## src/rtl/tc_pkg.sv

```systemverilog
// Shared constants and types for the timer bank: register map, CTRL layout,
// mode encodings and the per-channel state enum.
package tc_pkg;

  localparam logic [1:0] RegCtrl   = 2'd0;
  localparam logic [1:0] RegPreset = 2'd1;
  localparam logic [1:0] RegCount  = 2'd2;
  localparam logic [1:0] RegStatus = 2'd3;

  localparam int unsigned CtrlEnBit    = 0;
  localparam int unsigned CtrlModeLsb  = 1;
  localparam int unsigned CtrlImBit    = 3;
  localparam int unsigned CtrlPrescLsb = 8;

  localparam logic [1:0] ModeOneShot    = 2'b00;
  localparam logic [1:0] ModeAutoReload = 2'b01;

  // Channel index field is sized for the maximum of 8 channels so that
  // indices beyond N_CH decode as unmapped instead of aliasing.
  localparam int unsigned ChSelLsb = 4;
  localparam int unsigned ChSelW   = 3;

  typedef enum logic [1:0] {
    StIdle,
    StLoad,
    StCnt,
    StExpire
  } tc_state_e;

endpackage

```

## src/rtl/tc_channel.sv

```systemverilog
// One down-counting timer channel: CTRL/PRESET/PEND registers, prescaler,
// counter and the IDLE/LOAD/CNT/EXPIRE sequencer.
module tc_channel
  import tc_pkg::*;
#(
  parameter int unsigned CNT_W   = 32,
  parameter int unsigned PRESC_W = 8
) (
  input  logic               clk_i,
  input  logic               rst_ni,
  input  logic               ctrl_we_i,
  input  logic               preset_we_i,
  input  logic               status_we_i,
  input  logic [31:0]        wdata_i,
  output logic               en_o,
  output logic [1:0]         mode_o,
  output logic               im_o,
  output logic [PRESC_W-1:0] presc_o,
  output logic [CNT_W-1:0]   preset_o,
  output logic [CNT_W-1:0]   count_o,
  output logic               pend_o,
  output logic               irq_o
);

  tc_state_e          state_q, state_d;
  logic               en_q, en_d;
  logic [1:0]         mode_q, mode_d;
  logic               im_q, im_d;
  logic [PRESC_W-1:0] presc_q, presc_d;
  logic [PRESC_W-1:0] div_q, div_d;
  logic [CNT_W-1:0]   preset_q, preset_d;
  logic [CNT_W-1:0]   count_q, count_d;
  logic               pend_q, pend_d;

  always_comb begin
    state_d  = state_q;
    en_d     = en_q;
    mode_d   = mode_q;
    im_d     = im_q;
    presc_d  = presc_q;
    div_d    = div_q;
    preset_d = preset_q;
    count_d  = count_q;
    pend_d   = pend_q;

    if (ctrl_we_i) begin
      en_d    = wdata_i[CtrlEnBit];
      mode_d  = wdata_i[CtrlModeLsb +: 2];
      im_d    = wdata_i[CtrlImBit];
      presc_d = wdata_i[CtrlPrescLsb +: PRESC_W];
    end
    if (preset_we_i) begin
      preset_d = wdata_i[CNT_W-1:0];
    end
    if (status_we_i && wdata_i[0]) begin
      pend_d = 1'b0;
    end

    unique case (state_q)
      // Start on the same edge that sets EN so COUNT shows PRESET one edge later.
      StIdle: begin
        if (en_d) state_d = StLoad;
      end
      StLoad: begin
        if (!en_q) begin
          state_d = StIdle;
        end else begin
          count_d = preset_q;
          div_d   = '0;
          state_d = StCnt;
        end
      end
      StCnt: begin
        if (!en_q) begin
          state_d = StIdle;
        end else if (div_q >= presc_q) begin
          div_d = '0;
          if (count_q <= CNT_W'(1)) begin
            count_d = '0;
            state_d = StExpire;
          end else begin
            count_d = count_q - CNT_W'(1);
          end
        end else begin
          div_d = div_q + PRESC_W'(1);
        end
      end
      StExpire: begin
        // Set beats a same-edge W1C; a same-edge EN clear suppresses the reload.
        pend_d = 1'b1;
        if (en_d && (mode_d == ModeAutoReload)) begin
          state_d = StLoad;
        end else begin
          en_d    = 1'b0;
          state_d = StIdle;
        end
      end
      default: state_d = StIdle;
    endcase
  end

  always_ff @(posedge clk_i or negedge rst_ni) begin
    if (!rst_ni) begin
      state_q  <= StIdle;
      en_q     <= 1'b0;
      mode_q   <= ModeOneShot;
      im_q     <= 1'b0;
      presc_q  <= '0;
      div_q    <= '0;
      preset_q <= '0;
      count_q  <= '0;
      pend_q   <= 1'b0;
    end else begin
      state_q  <= state_d;
      en_q     <= en_d;
      mode_q   <= mode_d;
      im_q     <= im_d;
      presc_q  <= presc_d;
      div_q    <= div_d;
      preset_q <= preset_d;
      count_q  <= count_d;
      pend_q   <= pend_d;
    end
  end

  assign en_o     = en_q;
  assign mode_o   = mode_q;
  assign im_o     = im_q;
  assign presc_o  = presc_q;
  assign preset_o = preset_q;
  assign count_o  = count_q;
  assign pend_o   = pend_q;
  assign irq_o    = pend_q & im_q;

endmodule

```

## src/rtl/timer_bank.sv

```systemverilog
// Bus-mapped bank of N_CH timer channels: address decode, read mux and the
// per-channel / combined interrupt outputs.
module timer_bank
  import tc_pkg::*;
#(
  parameter int unsigned N_CH    = 2,
  parameter int unsigned CNT_W   = 32,
  parameter int unsigned PRESC_W = 8
) (
  input  logic            clk,
  input  logic            reset,
  input  logic [31:2]     Addr,
  input  logic            WE,
  input  logic [31:0]     Din,
  output logic [31:0]     Dout,
  output logic [N_CH-1:0] IRQ,
  output logic            IRQ_any
);

  logic [1:0]              reg_sel;
  logic [ChSelW-1:0]       ch_sel;
  logic [N_CH-1:0][31:0]   rd_words;
  logic                    unused_addr;

  assign reg_sel     = Addr[3:2];
  assign ch_sel      = Addr[ChSelLsb +: ChSelW];
  assign unused_addr = ^Addr[31:ChSelLsb+ChSelW];

  for (genvar i = 0; i < N_CH; i++) begin : g_ch
    logic               hit;
    logic               en;
    logic [1:0]         mode;
    logic               im;
    logic [PRESC_W-1:0] presc;
    logic [CNT_W-1:0]   preset;
    logic [CNT_W-1:0]   count;
    logic               pend;
    logic [31:0]        rd_word;

    assign hit = (ch_sel == ChSelW'(i));

    tc_channel #(
      .CNT_W  (CNT_W),
      .PRESC_W(PRESC_W)
    ) u_ch (
      .clk_i      (clk),
      .rst_ni     (reset),
      .ctrl_we_i  (WE && hit && (reg_sel == RegCtrl)),
      .preset_we_i(WE && hit && (reg_sel == RegPreset)),
      .status_we_i(WE && hit && (reg_sel == RegStatus)),
      .wdata_i    (Din),
      .en_o       (en),
      .mode_o     (mode),
      .im_o       (im),
      .presc_o    (presc),
      .preset_o   (preset),
      .count_o    (count),
      .pend_o     (pend),
      .irq_o      (IRQ[i])
    );

    always_comb begin
      rd_word = '0;
      unique case (reg_sel)
        RegCtrl: begin
          rd_word[CtrlEnBit]                = en;
          rd_word[CtrlModeLsb +: 2]         = mode;
          rd_word[CtrlImBit]                = im;
          rd_word[CtrlPrescLsb +: PRESC_W]  = presc;
        end
        RegPreset: rd_word[CNT_W-1:0] = preset;
        RegCount:  rd_word[CNT_W-1:0] = count;
        default:   rd_word[0]         = pend;
      endcase
    end

    assign rd_words[i] = rd_word;
  end

  // Unmapped channel indices fall through to zero.
  always_comb begin
    Dout = '0;
    for (int i = 0; i < N_CH; i++) begin
      if (ch_sel == ChSelW'(i)) Dout = rd_words[i];
    end
  end

  assign IRQ_any = |IRQ;

endmodule
```

## config.mk

```make
export PLATFORM = sky130hd
export DESIGN_NAME = timer_bank
export DESIGN_NICKNAME = d
export VERILOG_FILES = /design/src/rtl/tc_pkg.sv /design/src/rtl/tc_channel.sv /design/src/rtl/timer_bank.sv
export SDC_FILE = /design/constraint.sdc
export NUM_CORES = 1
export LEC_CHECK = 0
export CAP_MARGIN = 20
export CORE_MARGIN = 3
export CORE_UTILIZATION = 35
export CTS_BUF_LIST = sky130_fd_sc_hd__clkbuf_16
export CTS_CLUSTER_SIZE = 16
export DETAILED_ROUTE_END_ITERATION = 10
export GPL_TIMING_DRIVEN = 0
export PLACE_DENSITY_LB_ADDON = 0.3
export SETUP_SLACK_MARGIN = 0.2
export SLEW_MARGIN = 20
export SYNTH_ARGS = -nofsm -noshare
export SYNTH_HDL_FRONTEND = slang
export SYNTH_HIERARCHICAL = 1
export SYNTH_SLANG_ARGS = --single-unit
```

## constraint.sdc

```tcl
create_clock -name clk -period 5.1 [get_ports clk]
set_clock_uncertainty 0.15 [all_clocks]
set_input_delay 0.51 -clock clk [delete_from_list [all_inputs] [get_ports clk]]
set_output_delay 0.51 -clock clk [all_outputs]
set_load 0.02 [all_outputs]
```

# --- Yosys cells after proc, flatten, opt, wreduce, memory -nomap -nowiden ---
# Index checks and enable logic that the tools add are counted.
op_classes:
  n_reduce_logical: 27
  bitwise_logic: 2
  mux: 56
  n_lt_le_gt_ge: 4
  eq_ne: 24
  add_sub_neg: 4
ops:
  columns: ["op", "n"]
  rows:
  - ["2-to-1 mux 32 bit", 10]
  - ["case mux 32 bit (2 select lines)", 2]
  - ["<= comparator 32 x 1 -> 1 bit (second input constant)", 2]
  - ["case mux 16 bit (2 select lines)", 2]
  - ["subtractor 32 x 1 -> 32 bit (second input constant)", 2]
  - ["2-to-1 mux 8 bit", 6]
  - ["case mux 8 bit (3 select lines)", 2]
  - ["case mux 8 bit (2 select lines)", 2]
  - ["2-to-1 mux 2 bit", 12]
  - ["case mux 3 bit (3 select lines)", 2]
  - ["adder 8 x 1 -> 8 bit (second input constant)", 2]
  - ["greater-or-equal comparator 8 bit", 2]
  - ["inequality test 2 x 1 -> 1 bit (second input constant)", 8]
  - ["case mux 2 bit (4 select lines)", 2]
  - ["case mux 4 bit (2 select lines)", 2]
  - ["equality test 2 bit (second input constant)", 6]
  - ["logical AND 1 bit", 12]
  - ["2-to-1 mux 1 bit", 12]
  - ["inequality test 3 bit (second input constant)", 4]
  - ["AND reduction 3 bit", 4]
  - ["equality test 2 x 1 -> 1 bit (second input constant)", 5]
  - ["AND reduction 4 bit", 2]
  - ["nonzero test 2 bit", 4]
  - ["logical NOT 2 bit", 3]
  - ["5 further kinds", 7]
totals:
  reg_bits: 174
  word_cells: 135
  inputBits: 65
  out_inout_bits: 35

# --- Depth between registers and ports, before layout ---
logic_depth:
  depth_word: 8
  depth_mapped: 11
  ltp_nobuf: 8

# --- By module ---
# Netlist, hierarchy kept.
by_module_without_submodules:
  columns: ["mod", "area_each_um2", "instances", "seq_area_each_um2", "cells_each"]
  rows:
  - ["tc_channel", 4510.6, 2, 2177.1, 454]
  - ["timer_bank", 1183.6, 1, 0.0, 166]

# --- Worst setup path after synthesis ---
# Ideal clock, no wire load.
synth_timing:
  kind: "flip-flop to flip-flop"
  from: "register g_ch[0].u_ch.count_q[22]"
  to: "register g_ch[0].u_ch.count_q[21]"
  setup_slack_ns: 2.324
  period_less_slack_ns: 2.776
  path_buffers: 3
  path_stages_with_launch: 9
  required_time_ns: 4.830
  setup_time_ns: 0.120
  arrival_time_ns: 2.505
  cell_sequence: "dfrtp_1 > or4_4 > buf_6 > or4b_1 > buf_2 > o31ai_4 > buf_6 > o31ai_1 > a41o_1"
synth_between:
  elab_chain_len: 5
synth_rtl:
  columns: ["item", "line_no", "source"]
  rows:
  - ["start, declared", "tc_channel.sv:32", "logic [CNT_W-1:0] count_q, count_d;"]
  - ["start signal, assigned", "tc_channel.sv:121", "count_q <= count_d;"]
  - ["<= comparator 32 x 1 -> 1 bit", "tc_channel.sv:78", "if (count_q <= CNT_W'(1)) begin"]
  - ["2-to-1 mux 32 bit", "tc_channel.sv:78", null]
  - ["2-to-1 mux 32 bit", "tc_channel.sv:76", "end else if (div_q >= presc_q) begin"]
  - ["2-to-1 mux 32 bit", "tc_channel.sv:74", "if (!en_q) begin"]
  - ["case mux 32 bit (2 select lines)", "tc_channel.sv:59", "unique case (state_q)"]
# Every way passes these cells. The select of a mux whose other input is x is not followed.
# A chain may end at the register's enable or synchronous reset.

# --- Final worst setup path ---
layout_timing:
  from: "input port Addr[3] (netlist bit)"
  to: "output port Dout[14]"
layout_between:
  elab_chain_len: 4
  elab_cells_between_ends: 7
  classes_between: "eq/ne: 2; mux: 4; reduce/logical: 1"
layout_rtl:
  columns: ["item", "line_no", "source"]
  rows:
  - ["start, declared", "timer_bank.sv:12", "input logic [31:2] Addr,"]
  - ["equality test 2 bit (tied with other cells)", "timer_bank.sv:64", "unique case (reg_sel)"]
  - ["case mux 8 bit (3 select lines)", "timer_bank.sv:64", null]
  - ["2-to-1 mux 32 bit", "timer_bank.sv:84", "if (ch_sel == ChSelW'(i)) Dout = rd_words[i];"]
  - ["2-to-1 mux 32 bit *", "timer_bank.sv:84", null]
  - ["end, declared", "timer_bank.sv:15", "output logic [31:0] Dout,"]
# Every way passes the cells marked *; elsewhere a longest branch is shown, timed or not.

==> out/metrics.cfg <==
[cts]
cts_max_path_buffers = 2
post_cts_buffers = 0
cts-buffers-inserted = 17
clk_latency_ns = 0.44
cts_tree = done
root_buffer = clkbuf_16
cts_htree_levels = 4
clk_pin_slew_ns = 0.07
cts.sinks = 174

[final_layout]
num_antenna_cells = 0
drive_above_1_share = 0.129
num-fill-cells = 2817
nNetsFinal = 1260
area_delta_synth_final_pct = 17.9
fin_area_sq_um = 12000
final_util = 0.426

[timing]
whs_ns = 0.361
slew_headroom = 0.306
fmax_mhz = 252
final.period_utilization = 0.778
rsz0062_at_grt = false
worstMarginPinSlew_ns = 1.02
fin_setup_tns_ns = 0
drv_slew = 0
worst_slack_ns = 1.13
layout_min_cycle_time_ns = 3.97
finalSetupViolations = 0
finalHoldViolations = 0

[drt]
ant_nets = 0
num_vias = 9626
via_per_inst = 6.17
wl_microns = 36300
drt_iter0_markers = 1263
drc = 0
wl_per_cell_microns = 23.3
firstDrtPassIters = 8

[floorplan]
core_sq_um = 28200
die_h_microns = 177
ios = 100
rows = 61
die_area_sq_um = 31200
start_util = 0.361
die_x_microns = 177

[setup_path]
critPathLaunch = Addr[3]
path_cells = clkdlybuf4s50_1 -> inv_1 -> ha_1 -> buf_2 -> clkbuf_1 -> a222oi_1 -> o22ai_1 -> clkdlybuf4s50_1
crit_path_max_fanout = 10
end_kind = output pin
rr_startpoint = g_ch[1].u_ch/div_q[0]
criticalPathCategory = input port to output pin
cp.arrival_ns = 3.31
critPathCapture = Dout[14]
max_stage_delay_ns = 0.60
cp_common_cell = clkdlybuf4s50_1
cp.required_ns = 4.44
start_kind = input port
reg2reg_slack_ns = 1.55
worst_path_max_delay_cell = clkdlybuf4s50_1
reg2regPathDepth = 9
worstReg2RegEnd = g_ch[1].u_ch/count_o[18]

[global_route]
antenna_found_initial = 0
grt_pass1_wl_microns = 55400
grt_usage = 0.230
overflow = 0
grt_max_degree = 96
grt_pass1_vias = 9216

[logic_synthesis]
synthCells = 1074
async_reset_ff_frac = 1.00
synth_edf_count = 0
syn_area_per_cell_sq_um = 9.50
yosysSeqAreaShare = 0.427
ys_seq_elements = 174
synth_top_flop_cell = dfrtp_1
synthesis.nets = 1165
synth.cell_area_sq_um = 10200
synth.distinct_cells = 59
synth-warning-count = 6

[power_and_ir_drop]
internal_power_mw = 3.13
p_clk_frac = 0.231
switching_power_mw = 2.47
peakVddDrop_mv = 0.248
p_per_area_nw_per_um2 = 466
comb_power_share = 0.414
p_leak_nw = 4.98
p_seq_frac = 0.355
switching_share = 0.441

[place]
place_ws_ns = 1.16
gp_congestion = 0.965
placed_area_sq_um = 11500
hpwl_microns = 26600
numPortBuffers = 74

[run]
cap_viol_max_count = 0

[outcome]
run_status = completed

[hold_path]
min_path_type = flip-flop to flip-flop

## placed cells by master, fill, tap and decap left out, drive strengths merged, types with 9 or more instances in the layout
cell type	count
nand2	67
clkbuf	58
dfrtp	174
a22oi	46
and3	12
or4	14
a32oi	18
nor4	24
a21oi	48
o22ai	42
or3	9
a22o	10
nor2	70
o21ai	112
inv	60
buf	36
o2bb2ai	10
ha	26
a222oi	22
a31oi	12
nor3	28
or2	11
clkdlybuf4s50	73
o31ai	16
mux2	72
and2	30
## per-stage QoR
step	power, mW	cells
floorplan	3.48	1074
global route	5.93	1560
CTS	5.54	1560
finish	5.60	1560
global placement	4.19	1526
detailed placement	4.23	1527
## what timing repair did
item | in CTS | in global routing
hold buffers | 1 | 0
endpoints found under the hold margin | 79 | 0
gates resized for setup | 0 | 0
## flip-flops by register name (all words and copies together) (netlist names)
register and cells:
g_ch.u_ch/mode_o 4, g_ch.u_ch/div_q 16, g_ch.u_ch/state_q 4, g_ch.u_ch/count_o 64
g_ch.u_ch/preset_o 64, g_ch.u_ch/en_o 2, g_ch.u_ch/pend_o 2, g_ch.u_ch/presc_o 16
g_ch.u_ch/im_o 2
## critical path: cells and delay by family
family | cells | cell delay, ns
buffers and inverters | 5 | 1.74
AO/OA/AOI/OAI | 2 | 0.82
adder cells (fa/ha/maj) | 1 | 0.22
## power by group through the flow
stage	clock network [mW]	registers, mW	logic (mW)
after CTS	1.31	1.98	2.25
after detailed placement	0	2.00	2.23
final	1.30	1.99	2.32
after global placement	0	1.99	2.19
after global routing	1.37	2.03	2.54
after floorplan	0	1.86	1.62
## synthesized netlist by cell type, types with 4 or more instances
master | n | area (sq um)
dfrtp_1 | 174 | 4350
o22ai_1 | 42 | 263
or3_1 | 8 | 50.1
nor4_1 | 24 | 150
and3_1 | 12 | 75.1
o31a_1 | 6 | 52.6
mux2_2 | 72 | 811
a32oi_1 | 18 | 158
buf_6 | 14 | 158
nand2_1 | 67 | 251
a21oi_1 | 48 | 240
a22o_1 | 10 | 87.6
o21a_1 | 4 | 30.0
o2bb2ai_1 | 10 | 87.6
buf_2 | 7 | 35.0
nand4_1 | 4 | 25.0
a31oi_1 | 12 | 75.1
a2bb2oi_1 | 4 | 35.0
inv_1 | 49 | 184
o21ai_0 | 70 | 350
o21ai_1 | 42 | 210
nor3_1 | 28 | 140
o31ai_1 | 14 | 105
nand2b_1 | 7 | 43.8
a222oi_1 | 22 | 220
clkbuf_1 | 41 | 154
nor2b_1 | 6 | 37.5
and2_1 | 30 | 188
ha_1 | 26 | 325
buf_1 | 11 | 41.3
or4_1 | 12 | 90.1
nor2_1 | 70 | 263
or2_2 | 11 | 68.8
nand3_1 | 8 | 40.0
a22oi_1 | 46 | 345
## worst min-delay path by stage
stage                              from                       end  slack [ns]  depth (start not counted)
6_report            g_ch[1].u_ch/pend_o       g_ch[1].u_ch/pend_o        0.36                          2
5_1_grt        g_ch[0].u_ch/count_o[19]  g_ch[0].u_ch/count_o[19]        0.39                          1
4_1_cts             g_ch[1].u_ch/pend_o       g_ch[1].u_ch/pend_o        0.36                          2
3_5_place_dp        g_ch[1].u_ch/pend_o       g_ch[1].u_ch/pend_o        0.34                          2
3_3_place_gp        g_ch[0].u_ch/pend_o       g_ch[0].u_ch/pend_o        0.34                          2
2_1_floorplan                     reset   g_ch[0].u_ch/count_o[0]        0.06                          0
## metal layers
| layer | global-route usage | wire (microns) |
|---|---|---|
| met5 | 0 | 0 |
| met4 | 0.0730 | 961 |
| met3 | 0.0476 | 3630 |
| met2 | 0.329 | 15300 |
| met1 | 0.348 | 16500 |
## kinds of logic after synthesis
logic type      Yosys count  synth area share
buf+inv                 124            0.0575
fa+ha+maj                26            0.0319
simple gates            302             0.155
xor+xnor                  2           0.00172
flops                   174             0.427
mux                      74            0.0814
compound gates          372             0.246
## final cells by class
class	count	area, sq um	area share
Timing Repair Buffer	76	783	0.0651
Buffer	75	403	0.0335
Tap cell	378	473	0.0393
Clock buffer	17	425	0.0354
Multi-Input combinational cell	776	5260	0.438
Sequential cell	174	4350	0.362
Clock inverter	15	145	0.0121
Inverter	49	184	0.0153
Power figures use the tool's default switching activity.
